--- config.mk ---
export PLATFORM = sky130hd
export DESIGN_NAME = seq_alu_mdu_flat
export DESIGN_NICKNAME = d
export VERILOG_FILES = /design/src/rtl/seq_alu_mdu_if.sv /design/src/rtl/seq_alu_mdu.sv /design/src/flat_wrapper.sv
export SDC_FILE = /design/constraint.sdc
export NUM_CORES = 1
export LEC_CHECK = 0
export BUFFER_PORTS_ARGS = -buffer_cell sky130_fd_sc_hd__buf_4
export CORE_ASPECT_RATIO = 1.5
export CORE_MARGIN = 2
export CORE_UTILIZATION = 45
export DETAILED_ROUTE_END_ITERATION = 8
export GPL_TIMING_DRIVEN = 0
export PLACE_DENSITY = 0.66
export SLEW_MARGIN = 30
export SYNTH_ARGS = -nofsm -noshare
export SYNTH_HDL_FRONTEND = slang
export SYNTH_SLANG_ARGS = --single-unit
--- constraint.sdc ---
create_clock -name clk -period 3.1 [get_ports clk]
set_input_delay 0.155 -clock clk [delete_from_list [all_inputs] [get_ports clk]]
set_output_delay 0.155 -clock clk [all_outputs]
set_load 0.02 [all_outputs]
--- src/rtl/seq_alu_mdu_if.sv ---
// Issue/result handshake bundle for seq_alu_mdu: operands and op in, registered result and flags out.
interface seq_alu_mdu_if #(
  parameter int WIDTH = 32
);
  logic             in_valid;
  logic             in_ready;
  logic [WIDTH-1:0] A;
  logic [WIDTH-1:0] B;
  logic [3:0]       Op;
  logic             out_valid;
  logic             out_ready;
  logic [WIDTH-1:0] Y;
  logic             Overflow;
  logic             Zero;
  logic             Illegal;

  // Both sides use valid/ready: a transfer happens on the rising clk edge where
  // valid and ready are both high; the sender holds its payload steady until then.
  modport master (
    output in_valid, A, B, Op, out_ready,
    input  in_ready, out_valid, Y, Overflow, Zero, Illegal
  );

  modport slave (
    input  in_valid, A, B, Op, out_ready,
    output in_ready, out_valid, Y, Overflow, Zero, Illegal
  );
endinterface

--- src/rtl/seq_alu_mdu.sv ---
// Multi-cycle ALU: one-cycle base ops plus iterative unsigned MUL/MULHU/DIVU/REMU.
// The iterative unit exists only when SEQ_ALU_MULDIV_EN is defined; otherwise ops 1000-1011 are illegal.
module seq_alu_mdu #(
  parameter int WIDTH = 32
) (
  input  logic               clk,
  input  logic               rst,
  seq_alu_mdu_if.slave       bus,
  output logic [1:0]         dbg_state
);

  localparam logic [3:0] OP_AND = 4'b0000;
  localparam logic [3:0] OP_OR  = 4'b0001;
  localparam logic [3:0] OP_ADD = 4'b0010;
  localparam logic [3:0] OP_SUB = 4'b0110;
  localparam logic [3:0] OP_SLT = 4'b0111;
  localparam logic [3:0] OP_NOR = 4'b1100;

`ifdef SEQ_ALU_MULDIV_EN
  typedef enum logic [1:0] {IDLE = 2'd0, DONE = 2'd1, ITER = 2'd2} state_t;
  localparam int CW = $clog2(WIDTH);
`else
  typedef enum logic [1:0] {IDLE = 2'd0, DONE = 2'd1} state_t;
`endif

  state_t           state_q, state_d;
  logic [WIDTH-1:0] y_q, y_d;
  logic             ovf_q, ovf_d, zero_q, zero_d, ill_q, ill_d;

  logic [WIDTH-1:0] base_y, sum, diff;
  logic             base_ovf, base_ill;

`ifdef SEQ_ALU_MULDIV_EN
  logic [WIDTH-1:0] hi_q, hi_d, lo_q, lo_d, opnd_q, opnd_d;
  logic [1:0]       op_q, op_d;
  logic [CW-1:0]    cnt_q, cnt_d;
  logic [WIDTH:0]   mul_sum, div_sh, div_df;
  logic [WIDTH-1:0] step_hi, step_lo;
  logic             is_md;
`endif

  always_comb begin
    sum      = bus.A + bus.B;
    diff     = bus.A - bus.B;
    base_y   = '0;
    base_ovf = 1'b0;
    base_ill = 1'b0;
    case (bus.Op)
      OP_AND: base_y = bus.A & bus.B;
      OP_OR:  base_y = bus.A | bus.B;
      OP_ADD: begin
        base_y   = sum;
        base_ovf = (bus.A[WIDTH-1] == bus.B[WIDTH-1]) && (sum[WIDTH-1] != bus.A[WIDTH-1]);
      end
      OP_SUB: begin
        base_y   = diff;
        base_ovf = (bus.A[WIDTH-1] != bus.B[WIDTH-1]) && (diff[WIDTH-1] != bus.A[WIDTH-1]);
      end
      // Direct signed compare, so an overflowing A-B cannot flip the answer.
      OP_SLT: base_y = {{(WIDTH-1){1'b0}}, ($signed(bus.A) < $signed(bus.B))};
      OP_NOR: base_y = ~(bus.A | bus.B);
      default: base_ill = 1'b1;
    endcase
  end

`ifdef SEQ_ALU_MULDIV_EN
  assign is_md = (bus.Op[3:2] == 2'b10);

  // hi/lo hold {partial product, multiplier} for MUL and {remainder, quotient} for DIV.
  always_comb begin
    mul_sum = {1'b0, hi_q} + (lo_q[0] ? {1'b0, opnd_q} : '0);
    div_sh  = {hi_q, lo_q[WIDTH-1]};
    div_df  = div_sh - {1'b0, opnd_q};
    if (op_q[1]) begin
      if (!div_df[WIDTH]) begin
        step_hi = div_df[WIDTH-1:0];
        step_lo = {lo_q[WIDTH-2:0], 1'b1};
      end else begin
        step_hi = div_sh[WIDTH-1:0];
        step_lo = {lo_q[WIDTH-2:0], 1'b0};
      end
    end else begin
      step_hi = mul_sum[WIDTH:1];
      step_lo = {mul_sum[0], lo_q[WIDTH-1:1]};
    end
  end
`endif

  always_comb begin
    state_d = state_q;
    y_d     = y_q;
    ovf_d   = ovf_q;
    zero_d  = zero_q;
    ill_d   = ill_q;
`ifdef SEQ_ALU_MULDIV_EN
    hi_d    = hi_q;
    lo_d    = lo_q;
    opnd_d  = opnd_q;
    op_d    = op_q;
    cnt_d   = cnt_q;
`endif
    case (state_q)
      IDLE: begin
        if (bus.in_valid) begin
`ifdef SEQ_ALU_MULDIV_EN
          if (is_md) begin
            state_d = ITER;
            cnt_d   = '0;
            op_d    = bus.Op[1:0];
            hi_d    = '0;
            opnd_d  = bus.Op[1] ? bus.B : bus.A;
            lo_d    = bus.Op[1] ? bus.A : bus.B;
          end else
`endif
          begin
            state_d = DONE;
            y_d     = base_y;
            ovf_d   = base_ovf;
            zero_d  = (base_y == '0);
            ill_d   = base_ill;
          end
        end
      end
`ifdef SEQ_ALU_MULDIV_EN
      ITER: begin
        hi_d  = step_hi;
        lo_d  = step_lo;
        cnt_d = cnt_q + CW'(1);
        if (cnt_q == CW'(WIDTH - 1)) begin
          // op_q[0] selects the high half: MULHU and REMU.
          state_d = DONE;
          cnt_d   = '0;
          y_d     = op_q[0] ? step_hi : step_lo;
          ovf_d   = 1'b0;
          zero_d  = ((op_q[0] ? step_hi : step_lo) == '0);
          ill_d   = 1'b0;
        end
      end
`endif
      DONE: begin
        if (bus.out_ready) state_d = IDLE;
      end
      default: state_d = IDLE;
    endcase
  end

  always_ff @(posedge clk or posedge rst) begin
    if (rst) begin
      state_q <= IDLE;
      y_q     <= '0;
      ovf_q   <= 1'b0;
      zero_q  <= 1'b0;
      ill_q   <= 1'b0;
`ifdef SEQ_ALU_MULDIV_EN
      hi_q    <= '0;
      lo_q    <= '0;
      opnd_q  <= '0;
      op_q    <= '0;
      cnt_q   <= '0;
`endif
    end else begin
      state_q <= state_d;
      y_q     <= y_d;
      ovf_q   <= ovf_d;
      zero_q  <= zero_d;
      ill_q   <= ill_d;
`ifdef SEQ_ALU_MULDIV_EN
      hi_q    <= hi_d;
      lo_q    <= lo_d;
      opnd_q  <= opnd_d;
      op_q    <= op_d;
      cnt_q   <= cnt_d;
`endif
    end
  end

  assign bus.in_ready  = (state_q == IDLE);
  assign bus.out_valid = (state_q == DONE);
  assign bus.Y         = y_q;
  assign bus.Overflow  = ovf_q;
  assign bus.Zero      = zero_q;
  assign bus.Illegal   = ill_q;
  assign dbg_state     = state_q;

endmodule

--- src/flat_wrapper.sv ---
// flat-port wrapper written by rule: the top's interface ports become plain ports
module seq_alu_mdu_flat 
#(
  parameter int WIDTH = 32
)
  (clk, rst, dbg_state, bus_in_valid, bus_A, bus_B, bus_Op, bus_out_ready, bus_in_ready, bus_out_valid, bus_Y, bus_Overflow, bus_Zero, bus_Illegal);
  seq_alu_mdu_if #(.WIDTH(WIDTH)) bus_i ();
  input  logic clk;
  input  logic rst;
  output logic [1:0] dbg_state;
  input wire logic [$bits(bus_i.in_valid)-1:0] bus_in_valid;
  input wire logic [$bits(bus_i.A)-1:0] bus_A;
  input wire logic [$bits(bus_i.B)-1:0] bus_B;
  input wire logic [$bits(bus_i.Op)-1:0] bus_Op;
  input wire logic [$bits(bus_i.out_ready)-1:0] bus_out_ready;
  output wire logic [$bits(bus_i.in_ready)-1:0] bus_in_ready;
  output wire logic [$bits(bus_i.out_valid)-1:0] bus_out_valid;
  output wire logic [$bits(bus_i.Y)-1:0] bus_Y;
  output wire logic [$bits(bus_i.Overflow)-1:0] bus_Overflow;
  output wire logic [$bits(bus_i.Zero)-1:0] bus_Zero;
  output wire logic [$bits(bus_i.Illegal)-1:0] bus_Illegal;
  assign bus_i.in_valid = bus_in_valid;
  assign bus_i.A = bus_A;
  assign bus_i.B = bus_B;
  assign bus_i.Op = bus_Op;
  assign bus_i.out_ready = bus_out_ready;
  assign bus_in_ready = bus_i.in_ready;
  assign bus_out_valid = bus_i.out_valid;
  assign bus_Y = bus_i.Y;
  assign bus_Overflow = bus_i.Overflow;
  assign bus_Zero = bus_i.Zero;
  assign bus_Illegal = bus_i.Illegal;
  seq_alu_mdu #(.WIDTH(WIDTH)) u_core (.clk(clk), .rst(rst), .bus(bus_i), .dbg_state(dbg_state));
endmodule
==> impl_metrics.csv <==
group,metric,value,unit
sta,fin_worst_skew,0.00393,ns
routing,vias,8410,
clocking,clockBufferDepth,2,
synthesis,synth.top_cell.area_share,18.3,%
sta,finalSetupViolCount,1,
synthesis,syn_area_per_cell,7.19,µm²
routing,ant_nets,0,
cells_and_area,area_growth,24.6,%
placement,placed_area,8010,µm²
global_route,grt_usage,33.2,%
synthesis,synth_cell_types,84,
global_route,grt-ovfl-total,0,
critical_path,critPathMaxFanout,7,
sta,finalHoldViolCount,0,
run_status,violations,"setup timing",
synthesis,yosysWarnings,0,
die,die_h,156,µm
critical_path,required,3.31,ns
global_route,grt_pass1_vias,7909,
routing,viasPerCell,6.50,
critical_path,startpoint_type,"primary input",
sta,post-route-period-util,105,%
synthesis,ys_seq_area_share,13.0,%
placement,routabilityCongestion,0.976,
synthesis,syn-instance-count,967,
die,die_area,16500,µm²
routing,wl_per_cell,22.0,µm
critical_path,reg2reg_depth,11,
cells_and_area,diodes,0,
critical_path,r2r_slack,0.02,ns
critical_path,worstSetupEndpoint,"u_core.bus.Zero",
critical_path,r2r-end,"u_core.bus.Zero",
cells_and_area,fillers,1575,
worst_hold_path,holdCritPathClass,"primary input to asynchronous set/reset pin",
die,coreArea,15100,µm²
synthesis,synth_seq_cells,36,
critical_path,arrival,3.45,ns
clocking,clk_pin_slew,0.06,ns
synthesis,ys.flop_type,"dfrtp_1",
die,rows,55,
run,cap_violations,0,
sta,drv_slew,0,
routing,routed_wl,28.4,mm
sta,worst_pin_slew,0.904,ns
cells_and_area,layout-drive-gt1-share,20.7,%
placement,portBuffers,107,
synthesis,yosys-top-cells-area,"ha_1 (18%), dfrtp_1 (13%), a21oi_1 (5.8%)",
cells_and_area,final_cell_mix,"buf_4 (123), ha_1 (100), inv_1 (91)",
routing,drc,0,
clocking,htree_num_levels,2,
sta,period_minus_slack,3.24,ns
cells_and_area,final_common_cell,"buf_4",
run_status,outcome,"finished with violations",
sta,slew_headroom,39.8,%
pwr,powerDensity,326,nW/µm²
synthesis,yosysTopAreaCell,"ha_1",
synthesis,async_reset_ff_share,100,%
placement,dp_hpwl,22.2,mm
die,die_x,106,µm
sta,rsz0062_at_grt,"yes",
sta,setup_ws,-0.142,ns
critical_path,path_class,"primary input to flop",
cells_and_area,seqCellArea,901,µm²
synthesis,synth-edff-count,0,
placement,place_ws,-1.12,ns
global_route,grt_max_degree,37,
critical_path,cp-startpoint,"bus_B[4]",
clocking,cts_root_buf,"clkbuf_16",
clocking,clock_latency,0.28,ns
clocking,cts_inserted_buffers,5,
global_route,grt_pass1_wl,43.1,mm
synthesis,syn_nets,1143,
pwr,ir_worst_vdd,0.207,mV
cells_and_area,final_area,8660,µm²
die,ioPinCount,111,
cells_and_area,layoutNonFillerInstCount,1293,
cells_and_area,multiInputGateArea,5800,µm²
sta,hold_slack,0.00266,ns
pwr,power_leakage,3.91,nW
routing,firstDrtPassIters,9,
synthesis,synth_area,6960,µm²
clocking,cts_tree,"done",
cells_and_area,nNetsFinal,1269,
critical_path,reg2reg_from,"u_core.dbg_state[0]",
global_route,antenna_found_initial,0,
routing,drt_iter0_drc,649,
clocking,cts.sinks,36,
critical_path,endpoint_kind,"flop",
sta,fmax,308,MHz
die,initial_utilization,45.9,%
placement,dpl.cell_count,1273,
-- cell type report --
| cell class | count | area share, % |
|---|---|---|
| sequential | 36 | 10.4 |
| inverter | 94 | 4.07 |
| clock buffer | 6 | 1.49 |
| buffer | 65 | 3.32 |
| timing repair buffer | 120 | 10.4 |
| clock inverter | 2 | 0.404 |
| tap | 199 | 2.87 |
| multi-input combinational | 771 | 67.0 |
-- routing by layer --
layer  wire (µm)  track usage, %  up-vias
met3        2040            3.37      151
met4        2200            19.4        0
met1       10200            37.6     3931
li1            -               -     3832
met5           0               0        -
met2       13900            59.8      496
-- how the worst min path moves through the flow --
stage,to,from
after CTS,u_core.dbg_state[0],rst
after floorplan,u_core.dbg_state[0],bus_out_ready
after detailed placement,u_core.bus.Y[29],rst
after global placement,u_core.dbg_state[0],bus_out_ready
final,u_core.dbg_state[0],rst
after global routing,u_core.dbg_state[0],bus_out_ready
-- power breakdown --
group / switching (W) / internal (W) / total, W
logic: 0.00102 / 0.000630 / 0.00165
clock network: 0.000194 / 0.000378 / 0.000572
registers: 0.0000585 / 0.000548 / 0.000606
total: 0.00127 / 0.00156 / 0.00283
-- flip-flops by register name, indices dropped and copies added, names as in the netlist --
| name | cells |
|---|---|
| u_core.bus.Illegal | 1 |
| u_core.bus.Overflow | 1 |
| u_core.bus.Y | 32 |
| u_core.bus.Zero | 1 |
| u_core.dbg_state | 1 |
-- synthesized netlist by cell type (5+ instances only) --
library cell,count
nor2b_1,10
nand2b_1,10
inv_1,93
buf_1,8
or4_1,5
o21ai_0,54
a211o_1,7
nand2_1,83
a22o_1,16
nor3_1,27
o31ai_1,14
ha_1,102
dfrtp_1,36
a31oi_1,5
o22a_1,14
o22ai_1,18
a21oi_1,80
buf_2,9
a221o_1,8
a21o_1,7
a211oi_1,11
nor4_1,10
a221oi_1,6
nand4_1,6
a22oi_1,31
and2_1,6
nor2_1,80
or3_1,8
o211ai_1,11
nand3_1,24
o21bai_1,9
clkbuf_1,47
o21a_1,9
o221ai_1,12
o221a_2,5
-- through the flow --
step,util (%),power (W),TNS [ns]
final,57.2,0.00283,-0.142
after global routing,57.2,0.00297,-0.249
after CTS,56.5,0.00276,-0.0102
after detailed placement,52.9,0.00209,-10.91
after global placement,52.9,0.00207,-11.28
after floorplan,-,0.00153,0
-- cell families (layout without fill, tap and decap cells) --
logic type / after synthesis / after routing / synth area share (%)
adders and majority gates: 104 / 104 / 18.9
other: 1 / 1 / 0.0539
DFF: 36 / 36 / 13.0
buffers and inverters: 160 / 287 / 8.90
xor gates and xnor gates: 2 / 2 / 0.252
AOI/OAI and AO/OA: 368 / 368 / 38.1
and+or+nand+nor: 292 / 292 / 20.3
muxes: 4 / 4 / 0.594
-- critical path, cell delays in order --
cell and delay, ns:
buf_4 0.08, inv_1 0.06, ha_2 0.41, and2_1 0.21
nand3_1 0.29, a211oi_4 0.40, o21bai_1 0.10, a221oi_1 0.32
nor3_1 0.18, a2111oi_2 0.38, nand4_1 0.20, nor4_2 0.32
nand4_1 0.19, o21ai_1 0.15
-- timing repair --
action                                  CTS  global route
hold buffers                              0             0
resized for setup                        68            27
pin swaps                                27             8
endpoints found under the setup margin   15             7
cloned                                    0             0
buffers inserted                         11             2
No activity file was read; power rests on OpenSTA's default activity.
